**config.mk**
```make
export PLATFORM = sky130hd
export DESIGN_NAME = mem_stage
export DESIGN_NICKNAME = d
export VERILOG_FILES = /design/src/rtl/mem_pkg.sv /design/src/rtl/sram_ctrl.sv /design/src/rtl/mem_stage.sv
export SDC_FILE = /design/constraint.sdc
export NUM_CORES = 1
export LEC_CHECK = 0
export ABC_AREA = 0
export CAP_MARGIN = 30
export CORE_UTILIZATION = 40
export DETAILED_ROUTE_END_ITERATION = 7
export PLACE_DENSITY = 0.84
export SYNTH_ARGS = -nofsm -noshare
export SYNTH_HDL_FRONTEND = slang
export SYNTH_HIERARCHICAL = 1
export SYNTH_SLANG_ARGS = --single-unit
```
**constraint.sdc**
```tcl
create_clock -name clk -period 1.7 [get_ports clk]
set_input_delay 0.17 -clock clk [delete_from_list [all_inputs] [get_ports clk]]
set_output_delay 0.17 -clock clk [all_outputs]
set_load 0.005 [all_outputs]
```
**src/rtl/mem_pkg.sv**
```systemverilog
// ============================================================================
// mem_pkg : shared types and constants for the memory stage
// Revision: 1.0
// ============================================================================
`default_nettype none

package mem_pkg;

    localparam int SRAM_DW = 16;

    typedef enum logic [1:0] {
        IDLE = 2'd0,
        LO   = 2'd1,
        HI   = 2'd2,
        DONE = 2'd3
    } state_t;

    // LO and HI are the only states that drive an SRAM phase
    function automatic logic is_active(input state_t s);
        return (s == LO) || (s == HI);
    endfunction

endpackage

`default_nettype wire

```
**src/rtl/sram_ctrl.sv**
```systemverilog
// ============================================================================
// sram_ctrl : two-phase 16-bit SRAM sequencer, wait counter, pins and freeze
// Revision: 1.0
// ============================================================================
`default_nettype none

module sram_ctrl
    import mem_pkg::*;
#(
    parameter int WAIT_CYCLES = 2,
    parameter int ADDR_W      = 18
) (
    input  logic               clk,
    input  logic               rst,
    input  logic               req_i,
    input  logic               store_i,
    input  logic [ADDR_W-2:0]  word_i,
    input  logic [31:0]        st_val_i,
    input  logic [SRAM_DW-1:0] sram_rdata_i,
    output logic               freeze_o,
    output state_t             state_o,
    output logic [31:0]        rdata_o,
    output logic [ADDR_W-1:0]  sram_addr_o,
    output logic [SRAM_DW-1:0] sram_wdata_o,
    output logic               sram_wdata_oe_o,
    output logic               sram_we_n_o
);

    localparam int               CNT_W    = (WAIT_CYCLES > 1) ? $clog2(WAIT_CYCLES) : 1;
    localparam logic [CNT_W-1:0] CNT_LAST = CNT_W'(WAIT_CYCLES - 1);

    state_t             state_q, state_d;
    logic [CNT_W-1:0]   cnt_q, cnt_d;
    logic [31:0]        data_q, data_d;

    always_ff @(posedge clk) begin
        if (rst) begin
            state_q <= IDLE;
            cnt_q   <= '0;
            data_q  <= '0;
        end else begin
            state_q <= state_d;
            cnt_q   <= cnt_d;
            data_q  <= data_d;
        end
    end

    // Read data is sampled on the last cycle of each phase, when the SRAM guarantees it
    always_comb begin
        state_d = state_q;
        cnt_d   = cnt_q;
        data_d  = data_q;
        case (state_q)
            IDLE: begin
                if (req_i) begin
                    state_d = LO;
                    cnt_d   = '0;
                end
            end
            LO: begin
                if (cnt_q == CNT_LAST) begin
                    cnt_d   = '0;
                    state_d = HI;
                    if (!store_i) data_d[15:0] = sram_rdata_i;
                end else begin
                    cnt_d = cnt_q + 1'b1;
                end
            end
            HI: begin
                if (cnt_q == CNT_LAST) begin
                    cnt_d   = '0;
                    state_d = DONE;
                    if (!store_i) data_d[31:16] = sram_rdata_i;
                end else begin
                    cnt_d = cnt_q + 1'b1;
                end
            end
            DONE: begin
                state_d = IDLE;
            end
            default: begin
                state_d = IDLE;
            end
        endcase
    end

    always_comb begin
        freeze_o        = req_i && (state_q != DONE);
        state_o         = state_q;
        rdata_o         = data_q;
        sram_addr_o     = '0;
        sram_wdata_o    = '0;
        sram_wdata_oe_o = 1'b0;
        sram_we_n_o     = 1'b1;
        if (state_q == LO) begin
            sram_addr_o  = {word_i, 1'b0};
            sram_wdata_o = store_i ? st_val_i[15:0] : '0;
        end else if (state_q == HI) begin
            sram_addr_o  = {word_i, 1'b1};
            sram_wdata_o = store_i ? st_val_i[31:16] : '0;
        end
        if (is_active(state_q) && store_i) begin
            sram_wdata_oe_o = 1'b1;
            sram_we_n_o     = 1'b0;
        end
    end

endmodule

`default_nettype wire

```
**src/rtl/mem_stage.sv**
```systemverilog
// ============================================================================
// mem_stage : memory stage and MEM/WB register; optional read buffer via
//             MEM_RCACHE_EN
// Revision: 1.0
// ============================================================================
`default_nettype none

module mem_stage
    import mem_pkg::*;
#(
    parameter logic [31:0] BASE_ADDR   = 32'd1024,
    parameter int          WAIT_CYCLES = 2,
    parameter int          ADDR_W      = 18
) (
    input  logic               clk,
    input  logic               rst,
    input  logic [31:0]        pc_in,
    input  logic [31:0]        ALU_result,
    input  logic               wb_en,
    input  logic               mem_read,
    input  logic               mem_write,
    input  logic [4:0]         dest,
    input  logic [31:0]        st_val,
    output logic               freeze,
    output logic [31:0]        pc_out,
    output logic               wb_en_out,
    output logic               mem_read_out,
    output logic [4:0]         dest_out,
    output logic [31:0]        alu_out,
    output logic [31:0]        mem_result,
    output logic [ADDR_W-1:0]  sram_addr,
    output logic [SRAM_DW-1:0] sram_wdata,
    output logic               sram_wdata_oe,
    output logic               sram_we_n,
    input  logic [SRAM_DW-1:0] sram_rdata
);

    logic [31:0]       w_diff;
    logic [ADDR_W-2:0] w_word;
    logic              w_unused_diff;
    logic              w_store;
    logic              w_load;
    logic              w_hit;
    logic              w_freeze;
    state_t            w_state;
    logic [31:0]       w_rdata;
    logic [31:0]       w_load_data;

    // A simultaneous read and write is treated as a store
    assign w_store       = mem_write;
    assign w_load        = mem_read & ~mem_write;
    assign w_diff        = ALU_result - BASE_ADDR;
    assign w_word        = w_diff[ADDR_W:2];
    assign w_unused_diff = ^{w_diff[31:ADDR_W+1], w_diff[1:0]};

    sram_ctrl #(
        .WAIT_CYCLES (WAIT_CYCLES),
        .ADDR_W      (ADDR_W)
    ) u_ctrl (
        .clk             (clk),
        .rst             (rst),
        .req_i           ((mem_read | mem_write) & ~w_hit),
        .store_i         (w_store),
        .word_i          (w_word),
        .st_val_i        (st_val),
        .sram_rdata_i    (sram_rdata),
        .freeze_o        (w_freeze),
        .state_o         (w_state),
        .rdata_o         (w_rdata),
        .sram_addr_o     (sram_addr),
        .sram_wdata_o    (sram_wdata),
        .sram_wdata_oe_o (sram_wdata_oe),
        .sram_we_n_o     (sram_we_n)
    );

`ifdef MEM_RCACHE_EN
    logic              rc_valid_q;
    logic [ADDR_W-2:0] rc_tag_q;
    logic [31:0]       rc_data_q;

    // A hit is only taken before any SRAM cycle starts for this load
    assign w_hit       = rc_valid_q && (rc_tag_q == w_word) && w_load && (w_state == IDLE);
    assign w_load_data = w_hit ? rc_data_q : w_rdata;

    always_ff @(posedge clk) begin
        if (rst) begin
            rc_valid_q <= 1'b0;
            rc_tag_q   <= '0;
            rc_data_q  <= '0;
        end else if (w_state == DONE) begin
            if (w_load) begin
                rc_valid_q <= 1'b1;
                rc_tag_q   <= w_word;
                rc_data_q  <= w_rdata;
            end else if (w_store && rc_valid_q && (rc_tag_q == w_word)) begin
                rc_data_q  <= st_val;
            end
        end
    end
`else
    assign w_hit       = 1'b0;
    assign w_load_data = w_rdata;
`endif

    logic [31:0] pc_q;
    logic        wb_en_q;
    logic        mem_read_q;
    logic [4:0]  dest_q;
    logic [31:0] alu_q;
    logic [31:0] mem_result_q;

    always_ff @(posedge clk) begin
        if (rst) begin
            pc_q         <= '0;
            wb_en_q      <= 1'b0;
            mem_read_q   <= 1'b0;
            dest_q       <= '0;
            alu_q        <= '0;
            mem_result_q <= '0;
        end else if (w_freeze) begin
            wb_en_q      <= 1'b0;
            mem_read_q   <= 1'b0;
        end else begin
            pc_q         <= pc_in;
            wb_en_q      <= wb_en;
            mem_read_q   <= mem_read;
            dest_q       <= dest;
            alu_q        <= ALU_result;
            mem_result_q <= w_load_data;
        end
    end

    assign freeze       = w_freeze;
    assign pc_out       = pc_q;
    assign wb_en_out    = wb_en_q;
    assign mem_read_out = mem_read_q;
    assign dest_out     = dest_q;
    assign alu_out      = alu_q;
    assign mem_result   = mem_result_q;

endmodule

`default_nettype wire

```
After elaboration in Yosys (flattened, before gate mapping)

Cells that the tools add are included.
W data, S select, Z words.

Flip-flop bits (word level): 138
Output and inout bits: 140
Logic and storage cells: 47

$add $sub $neg: 2
Eq/ne operators: 7
Muxes and demuxes: 15
Bitwise gates (word level): 2
Reduce and logical (&&, ||, !) cells: 11

Operators with widths:

| cell                     | number |
|---|---|
| $mux W16                 | 4 |
| $mux W18                 | 2 |
| $sub A19 B11 Y19 const B | 1 |
| $reduce_and A3 Y1        | 3 |
| $pmux W2 S4              | 1 |
| $mux W2                  | 3 |
| $ne A2 B1 Y1 const B     | 3 |
| $eq A2 B2 Y1 const B     | 2 |
| $mux W1                  | 4 |
| $reduce_or A2 Y1         | 2 |
| $eq A2 B1 Y1 const B     | 1 |
| $logic_and A1 B1 Y1      | 2 |
| $logic_not A2 Y1         | 1 |
| $ne A2 B2 Y1 const B     | 1 |
| $pmux W1 S2              | 1 |
| $reduce_and A2 Y1        | 1 |
| $reduce_bool A2 Y1       | 1 |
| $add A1 B1 Y1 const B    | 1 |
| $logic_or A1 B1 Y1       | 1 |
| $not A1 Y1               | 1 |
| $or A1 B1 Y1             | 1 |

Longest topological paths before layout

Depth in word-level cells: 4
Gate-level depth with buffers: 7
Mapped depth without buffers: 5

Hierarchy

The synthesis kept the hierarchy.

Modules (own cells, without submodules):

| module    | times used | cells an instance | area an instance (µm²) | sequential area each (µm²) |
|---|---|---|---|---|
| mem_stage | 1          | 353               | 3732.3                 | 2062.0 |
| sram_ctrl | 1          | 228               | 1848.0                 | 700.7 |

Least setup slack after synthesis

No wires, ideal clock.

Path kind: register to register
Start: register u_ctrl.state_q[0] (netlist: u_ctrl/state_o[0])
End: register pc_q[14] (netlist: pc_out[14])
Arrival: 1.443 ns
Required time: 1.572 ns
Slack: 0.130 ns
Cell stages (with the launch flop): 8
Period minus slack after synthesis: 1.570 ns
Cells stage by stage: dfxtp_1 ha_1 nor2b_1 buf_2 buf_4 buf_2 mux2i_1 nor2_1

Longest elaborated chain between the ends: 2

Ends and longest elaborated chain:

| item                   | line             | RTL |
|---|---|---|
| start, declared        | sram_ctrl.sv:32  | `state_t state_q, state_d;` |
| start signal, assigned | sram_ctrl.sv:42  | `state_q <= state_d;` |
| $ne A2 B2 Y1           | sram_ctrl.sv:88  | `freeze_o = req_i && (state_q != DONE);` |
| $logic_and A1 B1 Y1    | sram_ctrl.sv:88  |  |
| named net freeze       | mem_stage.sv:24  | `output logic freeze,` |
| end signal, assigned   | mem_stage.sv:124 | `pc_q <= pc_in;` |
| end, declared          | mem_stage.sv:105 | `logic [31:0] pc_q;` |

The timed path passes the listed nets, and every way through them passes these cells.
A chain may end at the register's enable or synchronous reset.

Worst setup path in the final report

Start: register u_ctrl.state_q[1] (netlist: u_ctrl/state_o[1])
End: output port sram_wdata[12]

Longest elaborated chain between the ends: 3
Elaborated cells between the ends (all ways): 4

Ends and longest elaborated chain:

| item          | line            | RTL |
|---|---|---|
| $eq A2 B2 Y1  | sram_ctrl.sv:98 | `end else if (state_q == HI) begin` |
| $mux W16      | sram_ctrl.sv:98 |  |
| $mux W16 (*)  | sram_ctrl.sv:95 | `if (state_q == LO) begin` |
| end, declared | mem_stage.sv:32 | `output logic [SRAM_DW-1:0] sram_wdata,` |

Mark *: on every way between the ends. The rest lies on a longest branch, timed or not.

==> metrics.md <==
| Metric | Value |
|---|---|
| Met3 usage | `6.749%` |
| Total CTS buffers | `17` |
| Final WL | `between 15 and 20 mm` |
| Pin count of the biggest net entering global routing | `44` |
| # port buffers | `261` |
| RSZ-0062 raised after global routing | `yes` |
| Number of global-route vias before repair | `5076` |
| Final Skew | `0.004208 ns` |
| R2R Setup Slk | `0.05 ns` |
| Post-DP HPWL | `11.65 mm` |
| N_diodes | `0` |
| Clk slew on worst S/H paths | `0.06 ns` |
| Setup crit start kind | `flop` |
| Initial DRC count | `about 220` |
| Area grow syn2layout | `72.58%` |
| Final WS setup | `-0.2502 ns` |
| RePlAce Congestion | `0.8352` |
| Top post-synthesis cells by area | `dfxtp_1 (50%), mux2i_1 (18%), nor2_1 (7.1%)` |
| Clk pwr share | `32.0%` |
| Fraction of layout cells with a size suffix above 1 | `19.82%` |
| First-pass GRT wire length | `25.58 mm` |
| Post-synthesis cell type count | `39` |
| Crit Path Class | `reg2out` |
| Max IR drop VDD | `around 0.00075 V` |
| Dpl ws | `-0.6405 ns` |
| Crit end category | `output pin` |
| Slew Viols, Final | `0` |
| Crit path to | `sram_wdata[12]` |
| Worst reg-to-reg path cell count | `8` |
| DR vias/cell | `4.814` |
| WP data arrival | `1.78 ns` |
| Final Cycle Share | `114.7%` |
| Top-count cell post-synth | `dfxtp_1` |
| Grt total ovfl | `0` |
| Top cells by count, synth | `dfxtp_1 (138), nor2_1 (105), mux2i_1 (102)` |
| Failing checks | `setup timing` |
| Final min period | `about 2 ns` |
| Area share of the largest cell type after synthesis | `49.51%` |
| CTS tree | `built` |
| Leak | `4.237 nW` |
| H-tree Lvls | `4` |
| Die Wd | `120.1 um` |
| Critical path launch point | `u_ctrl/state_o[1]$_SDFFE_PP0P_` |
| Register bit total from synthesis | `138` |
| Fmax | `512.8 MHz` |
| Power Density | `1199 mW/mm^2` |
| Pre-antenna DRT Iters | `4` |
| Clock sink count | `between 100 and 150` |
| GRT busiest layer | `met2` |
| Post-synth EDFFs | `0` |
| Hold Fails Final Rpt | `0` |
| Power share of the combinational group | `36.5%` |
| GRT Util Overall | `23.09%` |
| Hold crit path type | `in2reg` |
| Die footprint | `0.01443 sq mm` |
| Ys Warns | `6` |
| Crit path required time | `1.53 ns` |
| Core area | `around 0.013 sq mm` |
| Core Rows | `42` |
| Die H | `around 120 um` |
| Syn Area/Cell | `~9.6 sq um` |
| Reg2reg end | `pc_out[13]$_SDFFE_PP0N_` |
| I/O pins | `262` |
| Fin util | `71.87%` |
| Syn Inst Count | `a little under 600` |
| Effective utilization at floorplan | `41.64%` |
| Asr flop ratio synth | `0%` |
| Initial antenna violation count | `0` |
| Total internal power | `0.008260 W` |
| Met2 Use GR | `between 40% and 50%` |
| Top FF cell, synth | `dfxtp_1` |
| Register area share after synthesis | `49.51%` |
| Max Fanout on Critical Path | `5` |
| Routed WL per cell | `16.09 um` |
| CTS Buffer Depth | `2` |
| Status | `finished with violations` |
| Root Driver | `clkbuf_16` |
| # nets final | `~1.0k` |
| Largest area contributor in the netlist | `dfxtp_1` |
| Sequential power share | `31.5%` |
| Sw Share | `28.47%` |
| Antenna-violating nets left | `0` |
| Vias | `5146` |
| # Max-Cap Violations | `0` |
| Psw | `0.003287 W` |
| Final Setup Violations | `33` |
| Least-Margin Pin Slew | `0.4019 ns` |
| Met1 usage | `approximately 25%` |
| Post-Syn Area | `about 0.0056 sq mm` |
| Net Count, Synth | `709` |
| DR DRC count | `0` |
| Worst R2R Start | `u_ctrl/state_o[0]$_SDFFE_PP0P_` |
| Slew margin rel. | `73.17%` |
| Clock latency on the worst-skew pair | `0.41 ns` |
## cells in the final DEF, fill, tap and decap left out, types with 3 or more instances in the layout
cell / netlist / routed
clkdlybuf4s50_1: 0 / 223
dfxtp_1: 138 / 136
nor2_1: 105 / 104
mux2i_1: 102 / 99
nand2_1: 72 / 70
nor2b_1: 33 / 30
buf_4: 9 / 27
a21oi_1: 25 / 25
clkbuf_16: 0 / 24
buf_2: 10 / 24
a22oi_2: 0 / 15
buf_12: 0 / 14
buf_6: 5 / 10
clkbuf_2: 0 / 9
a21oi_2: 8 / 8
inv_1: 7 / 5
ha_4: 0 / 5
xnor2_1: 4 / 4
clkbuf_8: 0 / 4
clkinv_4: 0 / 3
clkinv_2: 0 / 3
## area by class of cell
class | instances | area [sq um]
clock inverters | 10 | 116.4
fillers | 978 | 3770
multi-input cells | 395 | 2731
inverters | 7 | 28.78
well taps | 176 | 220.2
flip-flops and latches | 138 | 2768
repair buffers | 321 | 3282
clock buffers | 22 | 484.2
## logic make-up after synthesis
kind of cell	count (synthesis)	synth area share, %
adder cells (fa/ha/maj)	6	1.345
buffers and inverters	48	5.202
AO/OA/AOI/OAI	55	6.525
XOR/XNOR	6	0.9417
AND/OR/NAND/NOR	226	18.18
flip-flops	138	49.51
multiplexers	102	18.30
## worst min-delay path by stage
stage | slack, ns | endpoint | cells after the start | startpoint
after global routing | 0.17 | mem_result[8]$_SDFFE_PP0N_ | 2 | rst
after floorplan | 0.31 | u_ctrl/rdata_o[0]$_SDFFE_PP0P_ | 2 | sram_rdata[0]
after detailed placement | 0.45 | u_ctrl/rdata_o[0]$_SDFFE_PP0P_ | 2 | u_ctrl/rdata_o[0]$_SDFFE_PP0P_
after global placement | 0.44 | u_ctrl/rdata_o[3]$_SDFFE_PP0P_ | 2 | u_ctrl/rdata_o[3]$_SDFFE_PP0P_
final | 0.16 | mem_result[24]$_SDFFE_PP0N_ | 2 | rst
after CTS | 0.15 | mem_result[25]$_SDFFE_PP0N_ | 2 | rst
## per-stage QoR
stage                     hold slack (ns)  std cells  setup TNS, ns  cell area, sq um  power, W
final                              0.1615       1069         -5.250              9630   0.01155
after global routing               0.1717       1069         -7.522              9630   0.01206
after CTS                          0.1467       1060         -6.523              9443   0.01134
after detailed placement           0.4475       1011         -14.23              8559  0.006971
after global placement             0.4410       1011         -11.92              8559  0.006917
after floorplan                    0.3060        581              0              5580  0.005226
## metal layers
| layer | routed length (um) | vias to the layer above | share of wire [%] |
|---|---|---|---|
| li1 | - | 2528 | - |
| met1 | 6853 | 2406 | 40 |
| met2 | 8935 | 189 | 52 |
| met3 | 1114 | 23 | 6.5 |
| met4 | 293 | 0 | 1.7 |
| met5 | 0 | - | 0 |
## state kept, by name, indices dropped and copies added (netlist names)
name / flops
u_ctrl/rdata_o: 32
alu_out: 32
mem_result: 32
dest_out: 5
u_ctrl/state_o: 2
mem_read_out: 1
u_ctrl/cnt_q: 1
wb_en_out: 1
pc_out: 32
## critical path, cell delays in order (launching register included)
cell,delay (ns)
dfxtp_2,0.34
inv_2,0.05
ha_4,0.16
and2b_4,0.30
buf_12,0.14
buf_12,0.10
a22oi_2,0.04
nor2b_1,0.12
buf_2,0.12
## power by group through the flow
stage          clock network (W)  registers [W]  logic (W)
3_5_place_dp                   0        0.00367    0.00330
4_1_cts                  0.00374        0.00363    0.00397
6_report                 0.00369        0.00363    0.00422
3_3_place_gp                   0        0.00366    0.00326
2_1_floorplan                  0        0.00365    0.00157
5_1_grt                  0.00388        0.00366    0.00451
## timing repair
item / 4_1_cts / 5_1_grt
pin swaps: 15 / 10
gates resized for setup: 177 / 26
endpoints found under the setup margin: 55 / 108
hold endpoints to repair: 0 / 0
setup buffers: 17 / 6
hold buffers: 0 / 0
cloned: 1 / 7
(Power assumes the default switching activity.)
